[src/rtl/instruction_fetch.sv]
// Instruction fetch stage: issues read requests to instruction memory at the
// fetch address, holds each returned word for decode, and supplies the next
// program counter value. Supports flush/redirect at any point, including
// while a memory read is still outstanding.
module instruction_fetch #(
  parameter int DATA_W    = 32,
  parameter int ADDR_W    = 32,
  parameter int ADDR_STEP = 1
) (
  input  logic              clock,
  input  logic              reset,
  input  logic [ADDR_W-1:0] pc_in,
  output logic [ADDR_W-1:0] next_address,
  output logic              mem_req,
  output logic [ADDR_W-1:0] mem_addr,
  input  logic              mem_ack,
  input  logic [DATA_W-1:0] mem_rdata,
  output logic              instr_valid,
  output logic [DATA_W-1:0] instr,
  output logic [ADDR_W-1:0] instr_pc,
  input  logic              decode_ready,
  input  logic              flush,
  input  logic [ADDR_W-1:0] flush_target
);

  typedef enum logic [1:0] {
    IDLE  = 2'd0,
    REQ   = 2'd1,
    HOLD  = 2'd2,
    DRAIN = 2'd3
  } state_t;

  localparam logic [ADDR_W-1:0] STEP = ADDR_W'(ADDR_STEP);

  state_t            state_q, state_d;
  logic [ADDR_W-1:0] fetch_addr_q, fetch_addr_d;
  logic [ADDR_W-1:0] mem_addr_q, mem_addr_d;
  logic              mem_req_q, mem_req_d;
  logic              instr_valid_q, instr_valid_d;
  logic [DATA_W-1:0] instr_q, instr_d;
  logic [ADDR_W-1:0] instr_pc_q, instr_pc_d;
  logic              accept_s;
  logic              capture_s;
  logic              new_req_s;

  // State and datapath registers; synchronous reset wins over everything
  always_ff @(posedge clock) begin
    if (reset) begin
      state_q       <= IDLE;
      fetch_addr_q  <= {ADDR_W{1'b0}};
      mem_addr_q    <= {ADDR_W{1'b0}};
      mem_req_q     <= 1'b0;
      instr_valid_q <= 1'b0;
      instr_q       <= {DATA_W{1'b0}};
      instr_pc_q    <= {ADDR_W{1'b0}};
    end else begin
      state_q       <= state_d;
      fetch_addr_q  <= fetch_addr_d;
      mem_addr_q    <= mem_addr_d;
      mem_req_q     <= mem_req_d;
      instr_valid_q <= instr_valid_d;
      instr_q       <= instr_d;
      instr_pc_q    <= instr_pc_d;
    end
  end

  // Next-state logic; a flush while a read is outstanding must wait for its ack
  always_comb begin
    state_d = state_q;
    case (state_q)
      IDLE: begin
        state_d = REQ;
      end
      REQ: begin
        if (flush) begin
          state_d = mem_ack ? REQ : DRAIN;
        end else if (mem_ack) begin
          state_d = HOLD;
        end else begin
          state_d = REQ;
        end
      end
      HOLD: begin
        if (flush || decode_ready) begin
          state_d = REQ;
        end else begin
          state_d = HOLD;
        end
      end
      DRAIN: begin
        if (mem_ack) begin
          state_d = REQ;
        end else begin
          state_d = DRAIN;
        end
      end
      default: begin
        state_d = IDLE;
      end
    endcase
  end

  // Datapath and output decode: fetch address, next PC, captured instruction
  always_comb begin
    accept_s     = (state_q == HOLD) && decode_ready && !flush;
    capture_s    = (state_q == REQ) && mem_ack && !flush;
    fetch_addr_d = fetch_addr_q;
    next_address = fetch_addr_q;
    if (reset) begin
      next_address = pc_in;
    end else if (flush) begin
      fetch_addr_d = flush_target;
      next_address = flush_target;
    end else if (state_q == IDLE) begin
      fetch_addr_d = pc_in;
      next_address = pc_in;
    end else if (accept_s) begin
      fetch_addr_d = fetch_addr_q + STEP;
      next_address = fetch_addr_q + STEP;
    end else begin
      fetch_addr_d = fetch_addr_q;
      next_address = fetch_addr_q;
    end

    instr_d    = capture_s ? mem_rdata : instr_q;
    instr_pc_d = capture_s ? fetch_addr_q : instr_pc_q;

    if (flush) begin
      instr_valid_d = 1'b0;
    end else if (capture_s) begin
      instr_valid_d = 1'b1;
    end else if (accept_s) begin
      instr_valid_d = 1'b0;
    end else begin
      instr_valid_d = instr_valid_q;
    end

    // A new read starts only when no earlier one is still outstanding,
    // so mem_addr stays frozen across a drain.
    new_req_s  = (state_d == REQ) &&
                 ((state_q == IDLE) || (state_q == HOLD) || mem_ack);
    mem_addr_d = new_req_s ? fetch_addr_d : mem_addr_q;
    mem_req_d  = (state_d == REQ) || (state_d == DRAIN);
  end

  assign mem_req     = mem_req_q;
  assign mem_addr    = mem_addr_q;
  assign instr_valid = instr_valid_q;
  assign instr       = instr_q;
  assign instr_pc    = instr_pc_q;

endmodule

[config.mk]
export PLATFORM = sky130hd
export DESIGN_NAME = instruction_fetch
export DESIGN_NICKNAME = d
export VERILOG_FILES = /design/src/rtl/instruction_fetch.sv
export SDC_FILE = /design/constraint.sdc
export NUM_CORES = 1
export LEC_CHECK = 0
export ABC_AREA = 0
export BUFFER_PORTS_ARGS = -buffer_cell sky130_fd_sc_hd__buf_2
export CAP_MARGIN = 20
export CORE_UTILIZATION = 45
export CTS_BUF_LIST = sky130_fd_sc_hd__clkbuf_4 sky130_fd_sc_hd__clkbuf_8
export DETAILED_ROUTE_END_ITERATION = 10
export PLACE_DENSITY = 0.84
export SLEW_MARGIN = 25
export SYNTH_ARGS = -nofsm -noshare
export SYNTH_HDL_FRONTEND = slang
export SYNTH_SLANG_ARGS = --single-unit
[constraint.sdc]
create_clock -name clock -period 2.9 [get_ports clock]
set_input_delay 0.58 -clock clock [delete_from_list [all_inputs] [get_ports clock]]
set_output_delay 0.58 -clock clock [all_outputs]
set_load 0.005 [all_outputs]
# After elaboration in Yosys (flattened, before gate mapping)
# Index checks and enable logic that the tools add are counted.
[classes]
n_reduce_logical = 13
addsub = 1
eq_ne = 5
muxes = 11
[op_table]
columns = ["cell", "count"]
rows = [
  ["32-bit two-way mux", 4],
  ["32-bit by 1-bit adder with 32-bit output (second input constant)", 1],
  ["2-bit two-way mux", 4],
  ["2-bit one-hot mux with 4 select lines", 1],
  ["2-bit == test (second input constant)", 3],
  ["1-bit logical AND", 5],
  ["2-bit by 1-bit == test with 1-bit output (second input constant)", 2],
  ["1-bit logical OR", 4],
  ["2-bit zero test", 1],
  ["1-bit two-way mux", 2],
  ["2-bit nonzero test", 1],
  ["2-bit OR reduction", 1],
  ["1-bit zero test", 1],
]
[word_totals]
output_inout_bits = 130
ff_bits = 132
elab_cells = 37
input_bits = 101

# Longest topological paths before layout
# Gate-level depths: netlist of run 1.
[logic_depth]
ltp_word = 7
mapped_depth = 10
ltp_nobuf = 7

# Worst setup path after synthesis of run 1
# No wires, ideal clock.
[synth_path]
path_type = "input to output"
start = "input port flush"
end = "output port next_address[28]"
setup_slack_ps = -39
n_path_buf = 3
cell_stages = 8
t_required_ps = 2320
arrival_time_ps = 2359
path_cell_list = "buf_6 nand4bb_1 buf_4 or4_4 buf_6 nor2_1 mux2_2 o31ai_1"
[synth_via]
elab_chain_len = 6
[synth_rtl]
columns = ["item", "line", "rtl"]
rows = [
  ["start: declaration", "22", "input logic flush,"],
  ["1-bit zero test", "105", "accept_s = (state_q == HOLD) && decode_ready && !flush;"],
  ["1-bit logical AND", "105", ""],
  ["32-bit two-way mux", "117", "end else if (accept_s) begin"],
  ["32-bit two-way mux", "114", "end else if (state_q == IDLE) begin"],
  ["32-bit two-way mux *", "111", "end else if (flush) begin"],
  ["32-bit two-way mux *", "109", "if (reset) begin"],
  ["end: declaration", "13", "output logic [ADDR_W-1:0] next_address,"],
]
# Every way passes the cells marked *; elsewhere a longest branch is shown, timed or not.

# Final worst setup path of run 1
[layout_path]
start = "register state_q[0]"
end = "output port next_address[3]"
[layout_via]
elab_chain_len = 7
elab_cells_between_ends = 8
classes_between = "eq/ne: 1; mux: 4; reduce/logical: 3"
[layout_rtl]
columns = ["item", "line", "rtl"]
rows = [
  ["start: declaration", "35", "state_t state_q, state_d;"],
  ["start signal: assignment", "57", "state_q <= state_d;"],
  ["2-bit == test", "105", ""],
  ["1-bit logical AND (2 in series)", "105", ""],
  ["32-bit two-way mux", "117", ""],
  ["32-bit two-way mux *", "114", ""],
  ["32-bit two-way mux *", "111", ""],
  ["32-bit two-way mux *", "109", ""],
]
# Marked as above.

==> results of run 1 <==
==> path summary, 6_finish.rpt <==
kind | from | to | slack [ns] | depth (start not counted)
max | state_q[0] | next_address[3] | -0.19 | 8
min | mem_rdata[17] | instr[17] | 0.38 | 3
max reg2reg | fetch_addr_q[8] | mem_addr[23] | 0.58 | 9
min reg2reg | instr_pc[25] | instr_pc[25] | 0.45 | 2
==> synth_stat cells (9+ instances only) <==
cell | instances | share of area, %
a21oi_1 | 114 | 9.2
a31oi_1 | 23 | 2.3
and3_1 | 9 | 0.91
clkbuf_1 | 57 | 3.4
dfxtp_1 | 131 | 42
inv_1 | 13 | 0.79
nand2_1 | 183 | 11
nand3_1 | 21 | 1.7
nand4_1 | 13 | 1.3
nor2_1 | 64 | 3.9
nor3_1 | 15 | 1.2
nor4_1 | 11 | 1.1
o21ai_0 | 37 | 3.0
==> placed cells by master (no fill, tap or decap), types with 5 or more instances in the layout <==
master / instances
nor3_1: 10
and4_1: 5
o31a_1: 6
dfxtp_4: 6
nand4_1: 13
nand2_1: 182
clkbuf_8: 19
buf_12: 5
o211ai_1: 6
buf_4: 72
nor4_4: 8
dfxtp_1: 114
nand3_1: 16
or4_4: 6
a211oi_1: 5
buf_6: 14
a31oi_1: 20
nor2_1: 58
nor3_2: 5
nor4_1: 6
a21oi_1: 109
and3_1: 8
inv_1: 13
o21ai_0: 33
bufinv_16: 5
dfxtp_2: 11
buf_2: 229
==> layout make-up <==
class	count	area (µm²)
Fill cell	1062	4145
Multi-Input combinational cell	611	3855
Clock buffer	21	276.5
Clock inverter	10	180.2
Tap cell	176	220.2
Sequential cell	131	2659
Timing Repair Buffer	321	1959
Inverter	14	52.55
==> critical path: stages, from the launching register on <==
cell	delay, ns
dfxtp_2	0.32
nand4bb_4	0.31
buf_8	0.21
buf_6	0.12
or4_4	0.47
a311oi_2	0.30
a21oi_2	0.07
a21oi_1	0.15
buf_2	0.13
==> kinds of logic after synthesis <==
kind of cell | count (synthesis)
and+or+nand+nor | 354
AOI/OAI and AO/OA | 237
DFF | 131
buffers and inverters | 80
muxes | 11
xor gates and xnor gates | 5
adders and majority gates | 2
==> through the flow <==
stage	setup slack [ns]	hold WS (ns)	cell area (µm²)	utilization [%]	TNS (ns)
2_1_floorplan	0.02682	0.4319	6220	-	0
3_3_place_gp	-0.1658	0.4385	7858	58.87	-1.294
3_5_place_dp	-0.2124	0.4435	7858	58.87	-3.591
4_1_cts	-0.1070	0.3489	8790	65.85	-0.8386
5_1_grt	-0.2493	0.3483	9203	68.94	-4.760
6_report	-0.1870	0.3756	9203	68.94	-1.894
==> repair_timing <==
action	in CTS	in global routing
buffers inserted	13	18
gates resized for setup	87	59
setup endpoints to repair	25	29
gates cloned	1	1
pin swaps	24	47
==> state kept, by name (all words and copies together) (netlist names) <==
register      flops
mem_addr         32
instr_pc         32
fetch_addr_q     32
state_q           2
instr_valid       1
instr            32
==> where the power goes <==
part,total (mW),internal [mW],switching [mW]
Sequential,2.01,1.91,0.103
Combinational,0.903,0.397,0.506
Clock,1.78,1.08,0.702
==> metal layers <==
metal  vias up  share of wire [%]  global-route usage [%]
met2       457                 49                   50.00
li1       3473                  -                       -
met1      3464                 38                   36.45
met5         -                  0                       0
met3       101                9.0                   6.844
met4         0                4.1                   16.72
==> summary.txt, run 1 <==
Yosys
  – Synth Area in Compound Gates: between 20% and 30%
  – FFs w/ async S/R, synth: 0%
  – Mux cell area share after synthesis: approximately 1.9%
  – Mapped Nets: roughly 920
  – Post-synth EDFFs: 0
  – Synthesized area per cell: 7.579 µm²
  – Synthesized flop and latch total: 131
  – Ys flop type: dfxtp_1
  – Post-Synthesis Cells: 820
  – Synth Area in Simple Gates: 26.68%
  – Xor and xnor area share after synthesis: 0.7047%
  – Sequential share of the synthesized area: 42.20%
  – Yosys warns: 0
  – Post-synthesis adder-cell area fraction: less than 1%
  – Largest family of logic cells by synthesized area: simple AND/OR/NAND/NOR gates
  – Synth cell types: 66
  – Post-Syn Area: slightly above 0.006 mm²

Clock network
  – Clock Sink Count: 131
  – Worst-path clk slew: 0.07 ns
  – CTS tree: done
  – Htree depth: 4
  – Max Root-Sink Buffers: 2
  – Skew-Pair Late Insertion Delay: 0.44 ns
  – TritonCTS buffer count: 17
  – Clock Tree Root: clkbuf_8
  – Hold-fix buffer count after cts: 0

Floorplanning
  – Num rows: 42
  – Initial core utilization: 46.56%
  – Die area: between 0.01 and 0.015 mm²
  – Num ports: 231
  – Core area: between 0.01 and 0.015 mm²
  – Die height: 119.5 µm
  – DIE WIDTH: around 120 µm

Power and ir drop
  – Max VDD drop: 287.4 µV
  – Pwr dens: 510.7 mW/mm²
  – Final Power: 4.700 mW
  – Standby leakage power: just under 4 nW

Outcome
  – Failing checks: setup timing
  – Outcome: finished with violations

Cells and area
  – Share of layout cells above drive strength 1: 41.06%
  – Non-Filler Instances: 1284
  – Nets: approximately 1200
  – Area growth syn-to-layout: 48.08%
  – Ant. Diodes: 0

Routing
  – Vias/cell: around 5.8
  – Vias post-DR: 7495
  – Antenna Violating Nets Remaining: 0
  – WL per Instance: 18.18 µm
  – Pre-Repair DR Iteration Count: 6
  – WL final: ~23000 µm
  – Initial DRC count: 764
  – # DRC: 0

Global routing
  – Vias in the first global route: 6792
  – GRT Total Usage: between 30% and 40%
  – Initial antenna violation count: 0
  – Pin count of the biggest net entering global routing: 65
  – Total gr overflow: 0
  – First-pass GRT wire length: about 34000 µm

Flow run
  – Max-cap viol count: 0

Placement
  – Port buffer count: 230
  – GPL Wtd Cong: around 0.9
  – Dpl cells: 1223
  – Post-detail-place hpwl: between 10000 and 15000 µm

Critical path
  – CP Max Fanout: 6
  – WP data arrival: 2.51 ns
  – CP endpoint kind: primary output
  – CP Launch Type: flip-flop
  – Setup CP Type: reg -> out
  – WP data required: roughly 2.3 ns

Timing
  – Post-route minimum period: ~3 ns
  – Max Slew Vio Count: 0
  – Rel. slew slack: a little over half
  – Fmax achieved: 0.3239 GHz
  – Fin. Hold Viols: 0
  – Worst-Margin Slew: 0.7053 ns
  – Clock Skews: 0.01300 ns
  – RSZ-0062 raised after global routing: yes
  – Setup violators final: 22
  – Final setup margin: -0.1870 ns
  – Fin crit share: 106.4%

Min path
  – Hold/Removal Path Class: in -> reg
Power figures use the tool's default switching activity.
==> inputs of run 2 (changes only) <==
==> constraint.sdc (replaced) <==
create_clock -name clock -period 2.9 [get_ports clock]
set_input_delay 0.58 -clock clock [delete_from_list [all_inputs] [get_ports clock]]
set_output_delay 0.58 -clock clock [all_outputs]
set_load 0.01 [all_outputs]
==> run 2 against run 1 <==
Compared with the run above: the run still ends with setup timing left; combinational power increased by 12%; via count is 4.6% higher; critical path type unchanged; worst hold slack worse by 0.0049 ns; critical endpoint is now next_address[23].
==> summary.txt, run 2 (synthesis results as in run 1) <==
Placement
  – Pre-CTS setup slack: -0.3338 ns (-0.1215 ns)
  – GPL Wtd Cong: 0.9392 (+4.3%)
  – Port buffer count: 230 (unchanged)
  – Dpl cell area: 0.008001 mm² (+1.8%)
  – Post-detail-place hpwl: 15130 µm (+2.3%)

Critical path
  – CP Max Fanout: 6 (unchanged)
  – WP data required: 2.32 ns (about the same)
  – Slack of the worst reg-to-reg path: 0.11 ns (-0.47 ns)
  – Setup CP Type: reg -> out
  – CP Launch Type: flip-flop
  – CP endpoint kind: primary output
  – WP data arrival: 2.54 ns (+0.03 ns)

Clock network
  – Htree depth: 4 (unchanged)
  – Hold-fix buffer count after cts: 0 (unchanged)
  – Skew-Pair Late Insertion Delay: 0.44 ns (about the same)
  – CTS tree: done
  – Clock Sink Count: 131 (unchanged)
  – Clock Tree Root: clkbuf_8
  – Max Root-Sink Buffers: 2 (unchanged)
  – TritonCTS buffer count: 17 (unchanged)
  – Worst-path clk slew: 0.08 ns (about the same)

Floorplanning
  – DIE WIDTH: 119.5 µm (unchanged)
  – Die area: 0.01428 mm² (unchanged)
  – Num ports: 231 (unchanged)
  – Core area: 0.01335 mm² (unchanged)
  – Die height: 119.5 µm (unchanged)
  – Initial core utilization: 46.56% (unchanged)
  – Num rows: 42 (unchanged)

Routing
  – Vias/cell: 5.982 (+2.5%)
  – WL per Instance: 18.76 µm (+3.2%)
  – WL final: 24590 µm (+5.4%)
  – Vias post-DR: 7843 (+4.6%)
  – Initial DRC count: 912 (+19%)
  – # DRC: 0 (unchanged)
  – Pre-Repair DR Iteration Count: 6 (unchanged)
  – Antenna Violating Nets Remaining: 0 (unchanged)

Timing
  – RSZ-0062 raised after global routing: yes
  – Fmax achieved: 0.3203 GHz (-1.1%)
  – Post-route minimum period: 3.122 ns (+0.03527 ns)
  – Rel. slew slack: 52.73% (-0.25 points)
  – Setup TNS: -2.413 ns (-0.5190 ns)
  – Final setup margin: -0.2222 ns (-0.03527 ns)
  – Fin. Hold Viols: 0 (unchanged)
  – Setup violators final: 21 (-4.5%)
  – Fin crit share: 107.7% (+1.2 points)
  – Clock Skews: 0.01480 ns (+0.001798 ns)
  – Worst-Margin Slew: 0.7090 ns (+0.003736 ns)
  – Max Slew Vio Count: 0 (unchanged)

Cells and area
  – Final instance area: 0.009229 mm² (+0.29%)
  – Fill cells: 1061 (-0.094%)
  – Commonest non-fill, non-tap cell in the layout: buf_2
  – Share of layout cells above drive strength 1: 41.41% (+0.34 points)
  – Area growth syn-to-layout: 48.50%
  – Nets: 1225 (+2.2%)
  – Commonest non-fill, non-tap cells in the layout: 228 x buf_2, 182 x nand2_1, 114 x dfxtp_1, 109 x a21oi_1, 96 x buf_4
  – Ant. Diodes: 0 (unchanged)

Power and ir drop
  – NetSw: 1.465 mW (+12%)
  – Sequential share of power: 44.5% (+1.6 points)
  – Switching Share: 32.45% (+4.5 points)
  – Internal power: 3.049 mW (-10%)
  – Clk pwr share: 33.2% (-4.7 points)
  – Standby leakage power: 3.999 nW (+0.91%)
  – Comb power frac: 22.3% (+3.1 points)
  – Max VDD drop: 254.7 µV (-11%)
  – Pwr dens: 489.1 mW/mm² (-4.2%)

Outcome
  – Failing checks: setup timing
  – Outcome: finished with violations

Global routing
  – Initial antenna violation count: 0 (unchanged)
  – Pin count of the biggest net entering global routing: 65 (unchanged)
  – Total gr overflow: 0 (unchanged)
  – GRT Total Usage: 31.74% (+1.4 points)
  – First-pass GRT wire length: 35800 µm (+5.2%)
  – Vias in the first global route: 7202 (+6.0%)

Min path
  – Hold/Removal Path Class: in -> reg

Flow run
  – Max-cap viol count: 0 (unchanged)
[run 2: per-stage QoR]
stage / util (%) / hold WS [ns] / total power, mW / cells
global placement: 59.95 / 0.4384 / 2.866 / 1243
global route: 69.14 / 0.3507 / 4.682 / 1311
floorplan: - / 0.4319 / 2.469 / 820
CTS: 66.16 / 0.3509 / 4.396 / 1298
detailed placement: 59.95 / 0.4446 / 2.880 / 1243
finish: 69.14 / 0.3707 / 4.514 / 1311
[run 2: layout make-up]
class / instances / area (µm²) / area share [%]
tap: 176 / 220.2 / 2.386
multi-input combinational: 611 / 3782 / 40.98
timing repair buffer: 347 / 2130 / 23.07
inverter: 14 / 52.55 / 0.5694
clock buffer: 18 / 247.7 / 2.684
sequential: 131 / 2664 / 28.86
clock inverter: 14 / 132.6 / 1.437
[run 2: power by group through the flow]
stage	Combinational, mW	Clock (mW)	Sequential [mW]
final	1.01	1.50	2.01
after global routing	1.08	1.59	2.02
after floorplan	0.416	0	2.05
after detailed placement	0.846	0	2.03
after global placement	0.832	0	2.03
after CTS	0.903	1.50	2.00
[run 2: timing repair]
action                                 4_1_cts  5_1_grt
resized for setup                           68       60
setup endpoints to repair                   30       31
endpoints found under the hold margin        0        0
buffers inserted                            23       16
pin swaps                                   29       25
cloned                                       1        1
[run 2: critical path: stages (launching register included)]
cell	delay [ns]
dfxtp_2	0.45
nand4_1	0.24
buf_4	0.22
nor4_4	0.17
buf_6	0.19
nand4_1	0.20
a2111oi_4	0.41
nor3_1	0.07
buf_2	0.15
[run 2: path summary, 6_finish.rpt]
check	start	to	cells after the start
max	fetch_addr_q[10]	next_address[23]	8
min	mem_rdata[12]	instr[12]	3
max reg2reg	fetch_addr_q[5]	mem_addr[7]	14
min reg2reg	instr_pc[25]	instr_pc[25]	2
[run 2: metal layers]
layer | part of all wire, % | GRT usage (%)
met4 | 6.1 | 18.13
met5 | 0 | 0
met1 | 37 | 37.97
met2 | 48 | 53.40
met3 | 9.3 | 5.798
